$ cat src/rtl/grf_writeback_if.sv
// MEM -> WB instruction bundle: the fields the writeback stage captures each cycle.
interface grf_writeback_if #(
    parameter int DW = 32,
    parameter int AW = 5
);
    logic          in_valid;
    logic          in_RegWrite;
    logic          in_RegDst;
    logic          in_JL;
    logic          in_MemToReg;
    logic [AW-1:0] in_rt;
    logic [AW-1:0] in_rd;
    logic [DW-1:0] in_alu;
    logic [DW-1:0] in_mem;
    logic [DW-1:0] in_pc4;

    modport master (
        output in_valid, in_RegWrite, in_RegDst, in_JL, in_MemToReg,
        output in_rt, in_rd, in_alu, in_mem, in_pc4
    );

    modport slave (
        input in_valid, in_RegWrite, in_RegDst, in_JL, in_MemToReg,
        input in_rt, in_rd, in_alu, in_mem, in_pc4
    );
endinterface

$ cat src/rtl/grf_writeback.sv
// Writeback stage: MEM/WB register, GRF write-port driver and WB->ID read bypass.
// Optional GRF_WB_TRACE_EN adds a write counter port and a per-write trace print.
module grf_writeback #(
    parameter int DW       = 32,
    parameter int AW       = 5,
    parameter int LINK_REG = 31
) (
    input  logic          clk,
    input  logic          Reset_n,
    grf_writeback_if.slave mem_wb,
    input  logic          hold,
    input  logic          flush,
    input  logic [AW-1:0] Rs,
    input  logic [AW-1:0] Rt,
    input  logic [DW-1:0] RsData,
    input  logic [DW-1:0] RtData,
    output logic [AW-1:0] Rd,
    output logic [DW-1:0] Input,
    output logic          WriteEn,
    output logic [DW-1:0] fwd_RsData,
    output logic [DW-1:0] fwd_RtData
`ifdef GRF_WB_TRACE_EN
    ,
    output logic [31:0]   wb_count
`endif
);

    logic          wb_valid;
    logic [AW-1:0] dest;
    logic [DW-1:0] data;

    // JL wins over both RegDst and MemToReg.
    always_comb begin
        dest = mem_wb.in_rt;
        data = mem_wb.in_alu;
        if (mem_wb.in_JL) begin
            dest = AW'(LINK_REG);
            data = mem_wb.in_pc4;
        end else begin
            if (mem_wb.in_RegDst)
                dest = mem_wb.in_rd;
            if (mem_wb.in_MemToReg)
                data = mem_wb.in_mem;
        end
    end

    // Writes to $0 are discarded here so they can never reach the GRF or the bypass.
    always_ff @(posedge clk or negedge Reset_n) begin
        if (!Reset_n) begin
            wb_valid <= 1'b0;
            Rd       <= '0;
            Input    <= '0;
        end else if (flush) begin
            wb_valid <= 1'b0;
        end else if (!hold) begin
            if (mem_wb.in_valid) begin
                wb_valid <= mem_wb.in_RegWrite && (dest != '0);
                Rd       <= dest;
                Input    <= data;
            end else begin
                wb_valid <= 1'b0;
            end
        end
    end

    assign WriteEn = wb_valid & ~hold;

    // Bypass uses wb_valid, not WriteEn: a held entry is still the value that will land.
    assign fwd_RsData = (wb_valid && (Rd == Rs) && (Rs != '0)) ? Input : RsData;
    assign fwd_RtData = (wb_valid && (Rd == Rt) && (Rt != '0)) ? Input : RtData;

`ifdef GRF_WB_TRACE_EN
    always_ff @(posedge clk or negedge Reset_n) begin
        if (!Reset_n)
            wb_count <= '0;
        else if (WriteEn)
            wb_count <= wb_count + 32'd1;
    end

    always @(posedge clk) begin
        if (WriteEn)
            $display("@%0t: $%0d <= %h", $time, Rd, Input);
    end
`endif

endmodule

$ cat src/flat_wrapper.sv
// flat-port wrapper written by rule: the top's interface ports become plain ports
module grf_writeback_flat 
#(
    parameter int DW       = 32,
    parameter int AW       = 5,
    parameter int LINK_REG = 31
)
  (clk, Reset_n, hold, flush, Rs, Rt, RsData, RtData, Rd, Input, WriteEn, fwd_RsData, fwd_RtData, mem_wb_in_valid, mem_wb_in_RegWrite, mem_wb_in_RegDst, mem_wb_in_JL, mem_wb_in_MemToReg, mem_wb_in_rt, mem_wb_in_rd, mem_wb_in_alu, mem_wb_in_mem, mem_wb_in_pc4);
  grf_writeback_if #(.DW(DW), .AW(AW)) mem_wb_i ();
  input  logic clk;
  input  logic Reset_n;
  input  logic hold;
  input  logic flush;
  input  logic [AW-1:0] Rs;
  input  logic [AW-1:0] Rt;
  input  logic [DW-1:0] RsData;
  input  logic [DW-1:0] RtData;
  output logic [AW-1:0] Rd;
  output logic [DW-1:0] Input;
  output logic WriteEn;
  output logic [DW-1:0] fwd_RsData;
  output logic [DW-1:0] fwd_RtData;
  input wire logic [$bits(mem_wb_i.in_valid)-1:0] mem_wb_in_valid;
  input wire logic [$bits(mem_wb_i.in_RegWrite)-1:0] mem_wb_in_RegWrite;
  input wire logic [$bits(mem_wb_i.in_RegDst)-1:0] mem_wb_in_RegDst;
  input wire logic [$bits(mem_wb_i.in_JL)-1:0] mem_wb_in_JL;
  input wire logic [$bits(mem_wb_i.in_MemToReg)-1:0] mem_wb_in_MemToReg;
  input wire logic [$bits(mem_wb_i.in_rt)-1:0] mem_wb_in_rt;
  input wire logic [$bits(mem_wb_i.in_rd)-1:0] mem_wb_in_rd;
  input wire logic [$bits(mem_wb_i.in_alu)-1:0] mem_wb_in_alu;
  input wire logic [$bits(mem_wb_i.in_mem)-1:0] mem_wb_in_mem;
  input wire logic [$bits(mem_wb_i.in_pc4)-1:0] mem_wb_in_pc4;
  assign mem_wb_i.in_valid = mem_wb_in_valid;
  assign mem_wb_i.in_RegWrite = mem_wb_in_RegWrite;
  assign mem_wb_i.in_RegDst = mem_wb_in_RegDst;
  assign mem_wb_i.in_JL = mem_wb_in_JL;
  assign mem_wb_i.in_MemToReg = mem_wb_in_MemToReg;
  assign mem_wb_i.in_rt = mem_wb_in_rt;
  assign mem_wb_i.in_rd = mem_wb_in_rd;
  assign mem_wb_i.in_alu = mem_wb_in_alu;
  assign mem_wb_i.in_mem = mem_wb_in_mem;
  assign mem_wb_i.in_pc4 = mem_wb_in_pc4;
  grf_writeback #(.DW(DW), .AW(AW), .LINK_REG(LINK_REG)) u_core (.clk(clk), .Reset_n(Reset_n), .mem_wb(mem_wb_i), .hold(hold), .flush(flush), .Rs(Rs), .Rt(Rt), .RsData(RsData), .RtData(RtData), .Rd(Rd), .Input(Input), .WriteEn(WriteEn), .fwd_RsData(fwd_RsData), .fwd_RtData(fwd_RtData));
endmodule
$ cat config.mk
export PLATFORM = sky130hd
export DESIGN_NAME = grf_writeback_flat
export DESIGN_NICKNAME = d
export VERILOG_FILES = /design/src/rtl/grf_writeback_if.sv /design/src/rtl/grf_writeback.sv /design/src/flat_wrapper.sv
export SDC_FILE = /design/constraint.sdc
export NUM_CORES = 1
export LEC_CHECK = 0
export CORE_AREA = 2 2 112 114
export DETAILED_ROUTE_END_ITERATION = 12
export DIE_AREA = 0 0 114 116
export PLACE_DENSITY = 0.72
export SLEW_MARGIN = 20
export SYNTH_ARGS = -nofsm -noshare
export SYNTH_HDL_FRONTEND = slang
export SYNTH_SLANG_ARGS = --single-unit
$ cat constraint.sdc
create_clock -name clk -period 2.7 [get_ports clk]
set_input_delay 0.27 -clock clk [delete_from_list [all_inputs] [get_ports clk]]
set_output_delay 0.27 -clock clk [all_outputs]
set_load 0.01 [all_outputs]
# Word-level counts from Yosys, hierarchy flattened
# Cells that the tools add are included.
# word_totals
out_inout_bits	102
wordCells	27
inputBits	189
ff_bits	38
# classes
muxes	9
n_bitwise	3
n_eq_ne	3
reduce_logical	9
# op_table
cell	count
$mux 32	4
$reduce_bool 5->1	3
$eq 5x5->1	2
$mux 5	2
$logic_and 1x1->1	5
$mux 1	3
$reduce_and 3->1	1
$ne 2x1->1 const B	1
$not 1->1	2
$and 1x1->1	1

# Logic depth before layout (Yosys ltp)
# Gate-level depths: netlist of the first run.
# depth
ltp_word	7
ltp_mapped	6
depth_no_buf	4

# Worst setup path after synthesis of the first run
# OpenSTA, ideal clock, no wires.
# synth_path
kind	register to output
start	register u_core.Rd[0]
end	output fwd_RsData[10]
arrival_ns	1.648
slack_ns	0.782
required_ns	2.430
stages_incl_launch_ff	6
cell_sequence	dfrtp_1 > xnor2_2 > nand3_1 > a211oi_2 > buf_6 > mux2_4
# synth_between
elab_chain_len	4
# synth_rtl
item	line	rtl
start: declaration	grf_writeback.sv:17	output logic [AW-1:0] Rd,
start signal: assignment	grf_writeback.sv:58	Rd <= dest;
$eq 5x5->1	grf_writeback.sv:69	assign fwd_RsData = (wb_valid && (Rd == Rs) && (Rs != '0)) ? Input : RsData;
$logic_and 1x1->1 (2 in a row)	grf_writeback.sv:69	
$mux 32	grf_writeback.sv:69	
end: declaration	flat_wrapper.sv:21	output logic [DW-1:0] fwd_RsData;
# No other way between the ends.

# Worst setup path in the final report of the first run
# layout_path
start	input Rs[1]
end	output fwd_RsData[17]
# layout_between
elab_chain_len	4
word_cells_on_any_way	5
# layout_rtl
item	line	rtl
start: declaration	flat_wrapper.sv:14	input logic [AW-1:0] Rs;
$eq 5x5->1	grf_writeback.sv:69	
$logic_and 1x1->1	grf_writeback.sv:69	
$logic_and 1x1->1 (*)	grf_writeback.sv:69	
$mux 32 (*)	grf_writeback.sv:69	
# Mark *: on every way between the ends. The rest lies on a longest branch, timed or not.

==> results.toml, run 1 <==
[status]
outcome = "completed"

[route]
via_per_inst = 4.66
wirelength_um = 13600
drc = 0
vias = 3618
detail-route-antenna-nets = 0
routedWlPerCell_um = 17.5
firstDrtPassIters = 4
drt_iter0_drc = 145

[floorplan]
floorplan.rows = 40
dieArea_mm2 = 0.0132
fp.dieH_um = 116
start_util_pct = 27.5
ios = 291
design.core.area_mm2 = 0.0119
die_w_um = 114

[clock_tree]
clk_path_buf_depth = 2
cts-root-buf = "clkbuf_16"
numClockSinks = 38
clk_latency_ns = 0.27
cts_tree = "built"
cts_buffers = 5
h-tree-depth = 2
path_clk_slew_ns = 0.06

[placed_design]
io_buffer_count = 290
pre_cts_slack_ns = -0.0682
gp_congestion = 0.822
dp_hpwl_um = 11000

[critical_path]
worstPathArrival_ns = 2.34
r2r_end = "u_core.Rd[3]"
crit_path_end_kind = "primary output"
critPathMaxStageDelay_ns = 0.52
path_delay_family = "buffers and inverters"
critPathMaxFanout = 14
cp-start-kind = "input port"
worst_r2r_startpoint = "u_core.Rd[3]"
path_cells = "clkdlybuf4s50_1 > xnor2_1 > nand2_1 > a211oi_4 > buf_12 > buf_4 > mux2_4 > dlygate4sd2_1"
critPathBufInv = 4
crit_type = "input port to primary output"
slowest_stage = "clkdlybuf4s50_1"
rrSetupSlack_ns = 1.87
crit_path_start = "Rs[1]"
reg2reg_depth = 3
required_ns = 2.43

[logic_synthesis]
yosys.cell_types.count = 25
synth_xor_area_share_pct = 2.37
syn_area_mm2 = 0.00328
synth_nets = 531
seq_area_frac_synth_pct = 29.0
ys.flop_type = "dfrtp_1"
synth_edf_count = 0
synth_top_area_share_pct = 29.0
syn_inst = 342
synth_top_family_by_area = "multiplexers"
avgSynthCellArea_um2 = 9.59
ys_ff_latch = 38
synthAdderAreaFrac_pct = 0
yosysWarnings = 0
synth.top_cells.by_area = "dfrtp_1 (29%), mux2_4 (27%), mux2i_1 (9.8%), o21ai_0 (5.6%), a21oi_1 (5.2%)"
synth-async-reset-ratio_pct = 100
yosys.area_share.simple_pct = 11.3
synth.mux.area_fraction_pct = 38.6
synth_compound_area_share_pct = 14.0
yosysTopAreaCell = "dfrtp_1"

[final_layout]
final_common_cell = "clkdlybuf4s50_1"
final_nets = 818
nFillCells = 1020
areaGrowthSynthToFinish_pct = 105
antenna_cells = 0
drive_gt1_share_pct = 16.5
layout_common_cells = "clkdlybuf4s50_1 (223), mux2_4 (60), dlymetal6s2s_1 (45)"

[timing]
period_needed_ns = 2.61
max_freq_mhz = 383
worst_pin_slew_ns = 0.861
maxSlewHeadroom_pct = 42.6
setup-tns-final_ns = 0
hold_violations = 0
grt_setup_unrepaired = "no"
skew_ns = 0
period_share_pct = 96.7
maxSlewViolCount = 0
setup_ws_ns = 0.0899
setup_viol = 0

[power]
power_density_mw_per_mm2 = 365
peakVddDrop_v = 0.000212
p_leak_nw = 3.20

[run]
maxCapViolCount = 0

[global_routing]
antenna_found_initial = 2
grt_pass1_vias = 3653
overflow = 0
grtUsageTotal_pct = 18.9
grt_max_degree = 47
grt_pass1_wl_um = 19500

[hold_path]
hp-class = "input port to async pin"
==> stage by stage <==
stage               hold WS, ns  util, %  cells  instance area, um2  total power (W)
finish                    0.105     56.6    777                6740          0.00246
global route              0.174     56.6    777                6740          0.00260
CTS                       0.134     54.9    771                6540          0.00250
detailed placement        0.436     53.3    761                6350          0.00182
global placement          0.431     53.3    761                6350          0.00180
floorplan               -0.0256        -    342                3280          0.00113
==> synth_stat cells (2+ instances only) <==
cell / number
a21oi_1: 34
mux2_4: 60
clkbuf_1: 17
nor2_1: 37
nor2b_1: 6
nor3_1: 2
mux2_2: 4
xnor2_1: 7
nand2_1: 42
mux2i_1: 32
buf_2: 4
nand3_1: 2
buf_6: 6
dfrtp_1: 38
a211oi_1: 5
o21ai_0: 37
==> worst register-to-register path: stages, from the launching register on <==
cell     delay [ns]
dfrtp_2        0.43
buf_4          0.15
nand2_1        0.05
o21ai_0        0.07
==> worst max path at each step <==
stage,cells past startpoint,endpoint,slack (ns)
after floorplan,5,fwd_RsData[10],0.78
after global routing,8,fwd_RsData[25],0.01
final,8,fwd_RsData[17],0.09
after detailed placement,6,fwd_RsData[19],-0.07
after CTS,7,fwd_RsData[27],0.006
after global placement,6,fwd_RsData[13],-0.03
==> routing by layer <==
layer	global-route usage, %	wire length (um)	vias up
li1	-	-	1773
met1	21.0	5030	1650
met2	35.9	7260	166
met3	4.13	977	25
met4	5.93	319	4
met5	0	27	-
==> final cells by class <==
cell class	instances	area [um2]	area share, %
well taps	147	184	2.73
repair buffers	307	3220	47.8
flip-flops and latches	38	956	14.2
inverters	1	3.75	0.0557
multi-input cells	276	2210	32.8
clock inverters	3	40.0	0.594
clock buffers	5	125	1.86
==> power breakdown <==
group	switching, W	leakage [nW]	internal [W]
registers	0.000139	0.474	0.000668
clock network	0.000221	0.0836	0.000432
logic	0.000349	2.65	0.000649
total	0.000710	3.20	0.00175
==> logic make-up after synthesis <==
logic type,Yosys count
muxes,96
and+or+nand+nor,91
AOI/OAI and AO/OA,81
DFF,38
buffers and inverters,28
xor gates and xnor gates,8
==> flip-flops by register name, summed over array words and instances, names as in the netlist <==
name / count
u_core.wb_valid: 1
u_core.Rd: 5
u_core.Input: 32
==> timing repair <==
item | CTS | global route
pin swaps | 3 | 0
hold buffers | 0 | 0
gates resized for setup | 28 | 49
gates cloned | 0 | 1
buffers inserted | 2 | 5
setup endpoints to repair | 62 | 44
Power figures use the tool's default switching activity.
==> run 2: changes to the inputs <==
--- a/config.mk
+++ b/config.mk
@@ -5,10 +5,10 @@
 export SDC_FILE = /design/constraint.sdc
 export NUM_CORES = 1
 export LEC_CHECK = 0
-export CORE_AREA = 2 2 112 114
+export CORE_AREA = 2 2 114 116
 export DETAILED_ROUTE_END_ITERATION = 12
-export DIE_AREA = 0 0 114 116
-export PLACE_DENSITY = 0.72
+export DIE_AREA = 0 0 116 118
+export PLACE_DENSITY = 0.7
 export SLEW_MARGIN = 20
 export SYNTH_ARGS = -nofsm -noshare
 export SYNTH_HDL_FRONTEND = slang
==> constraint.sdc (replaced) <==
create_clock -name clk -period 2.92 [get_ports clk]
set_input_delay 0.292 -clock clk [delete_from_list [all_inputs] [get_ports clk]]
set_output_delay 0.292 -clock clk [all_outputs]
set_load 0.01 [all_outputs]
==> run 2 against run 1 <==
Setup slack gained 0.031 ns. Sequential power shrank 7.8%. Clock power shrank 7.8%. Global-route usage shrank 0.41 points. Combinational power shrank 7.5%. Non-clock buffer count shrank 10.
==> results.toml, run 2 (synthesis results as in run 1) <==
[status]
outcome = "completed"

[critical_path]
worst_r2r_startpoint = "u_core.Input[18]"
worstPathArrival_ns = 2.51
path_cells = "xnor2_1 > nand3_1 > a211oi_4 > buf_12 > mux2_2 > clkdlybuf4s50_1"
reg2reg_depth = 2
critPathMaxStageDelay_ns = 0.48
r2r_end = "u_core.Input[18]"
path_delay_family = "buffers and inverters"
rrSetupSlack_ns = 2.15
cp-start-kind = "flop"
crit_type = "flop to primary output"
required_ns = 2.63
critPathMaxFanout = 17
slowest_stage = "clkdlybuf4s50_1"
crit_path_end_kind = "primary output"
critPathBufInv = 2

[timing]
maxSlewViolCount = 0
grt_setup_unrepaired = "no"
worst_pin_slew_ns = 0.873
hold_violations = 0
period_share_pct = 95.9
period_needed_ns = 2.80
skew_ns = 0
maxSlewHeadroom_pct = 41.8
setup-tns-final_ns = 0
setup_viol = 0
max_freq_mhz = 357

[placed_design]
io_buffer_count = 290
gp_congestion = 0.804
dp_hpwl_um = 11100
place_inst = 784

[final_layout]
nFillCells = 1131
antenna_cells = 0
drive_gt1_share_pct = 14.0
final_common_cell = "clkdlybuf4s50_1"
final_nets = 808
areaGrowthSynthToFinish_pct = 99.3
layout_common_cells = "clkdlybuf4s50_1 (287), mux2_4 (60), nand2_1 (41)"
final_cell_count_no_fill = 792
largest_reg_flops = 32
regMostFlops = "u_core.Input"
largest_registers = "u_core.Input: 32 flops, u_core.Rd: 5 flops, u_core.wb_valid: 1 flops"

[route]
drt_iter0_drc = 115
wirelength_um = 13300
routedWlPerCell_um = 16.8
firstDrtPassIters = 4
detail-route-antenna-nets = 0
drc = 0
vias = 3584
via_per_inst = 4.53

[hold_path]
hp-class = "input port to async pin"

[clock_tree]
cts_tree = "built"
cts_resized = 0
cts_buffers = 5
holdBufCountCts = 0
numClockSinks = 38
path_clk_slew_ns = 0.06
clk_latency_ns = 0.27
cts_setup_buffers = 0
h-tree-depth = 2
cts-root-buf = "clkbuf_16"
clk_path_buf_depth = 2

[power]
peakVddDrop_v = 0.000203
p_leak_nw = 2.69
power_density_mw_per_mm2 = 347
finalPower_w = 0.00227

[global_routing]
grt_pass1_wl_um = 19500
overflow = 0
grt_max_degree = 49
grtUsageTotal_pct = 18.5
grt_pass1_vias = 3580
antenna_found_initial = 0

[floorplan]
ios = 291
fp.dieH_um = 118
start_util_pct = 26.4
die_w_um = 116
floorplan.rows = 41
design.core.area_mm2 = 0.0124
dieArea_mm2 = 0.0137

[run]
maxCapViolCount = 0
[run 2: where the power goes]
group | switching, W | internal [W]
registers | 0.000129 | 0.000616
logic | 0.000317 | 0.000605
clock network | 0.000203 | 0.000399
total | 0.000649 | 0.00162
[run 2: worst max-delay path by stage]
stage	cells past startpoint	slack [ns]	endpoint	from
final	6	0.12	fwd_RsData[31]	u_core.Rd[3]
after global routing	6	0.03	fwd_RsData[31]	u_core.Rd[3]
after CTS	6	0.07	fwd_RtData[0]	u_core.Rd[0]
after detailed placement	6	0.11	fwd_RsData[16]	Rs[0]
after global placement	7	0.14	fwd_RsData[0]	Rs[0]
after floorplan	5	0.98	fwd_RsData[10]	u_core.Rd[0]
[run 2: routing by layer]
metal,global-route usage (%),vias up,share of wire [%]
met5,0,-,0
met4,4.76,0,1.5
met3,4.53,12,8.2
met2,36.1,175,55
met1,19.1,1640,35
li1,-,1757,-
[run 2: area by class of cell]
| type | instances | area (um2) | area share [%] |
|---|---|---|---|
| inverters | 1 | 3.75 | 0.0575 |
| repair buffers | 297 | 3020 | 46.2 |
| multi-input cells | 276 | 2180 | 33.4 |
| well taps | 172 | 215 | 3.29 |
| flip-flops and latches | 38 | 951 | 14.6 |
| clock inverters | 3 | 40.0 | 0.613 |
| clock buffers | 5 | 125 | 1.92 |
[run 2: stage by stage]
stage | util, % | setup WS [ns] | hold WS (ns) | instance area [um2]
6_report | 52.6 | 0.121 | 0.137 | 6530
3_3_place_gp | 51.3 | 0.139 | 0.468 | 6370
2_1_floorplan | - | 0.980 | -0.00359 | 3280
5_1_grt | 52.6 | 0.0334 | 0.220 | 6530
4_1_cts | 52.6 | 0.0680 | 0.174 | 6530
3_5_place_dp | 51.3 | 0.112 | 0.471 | 6370
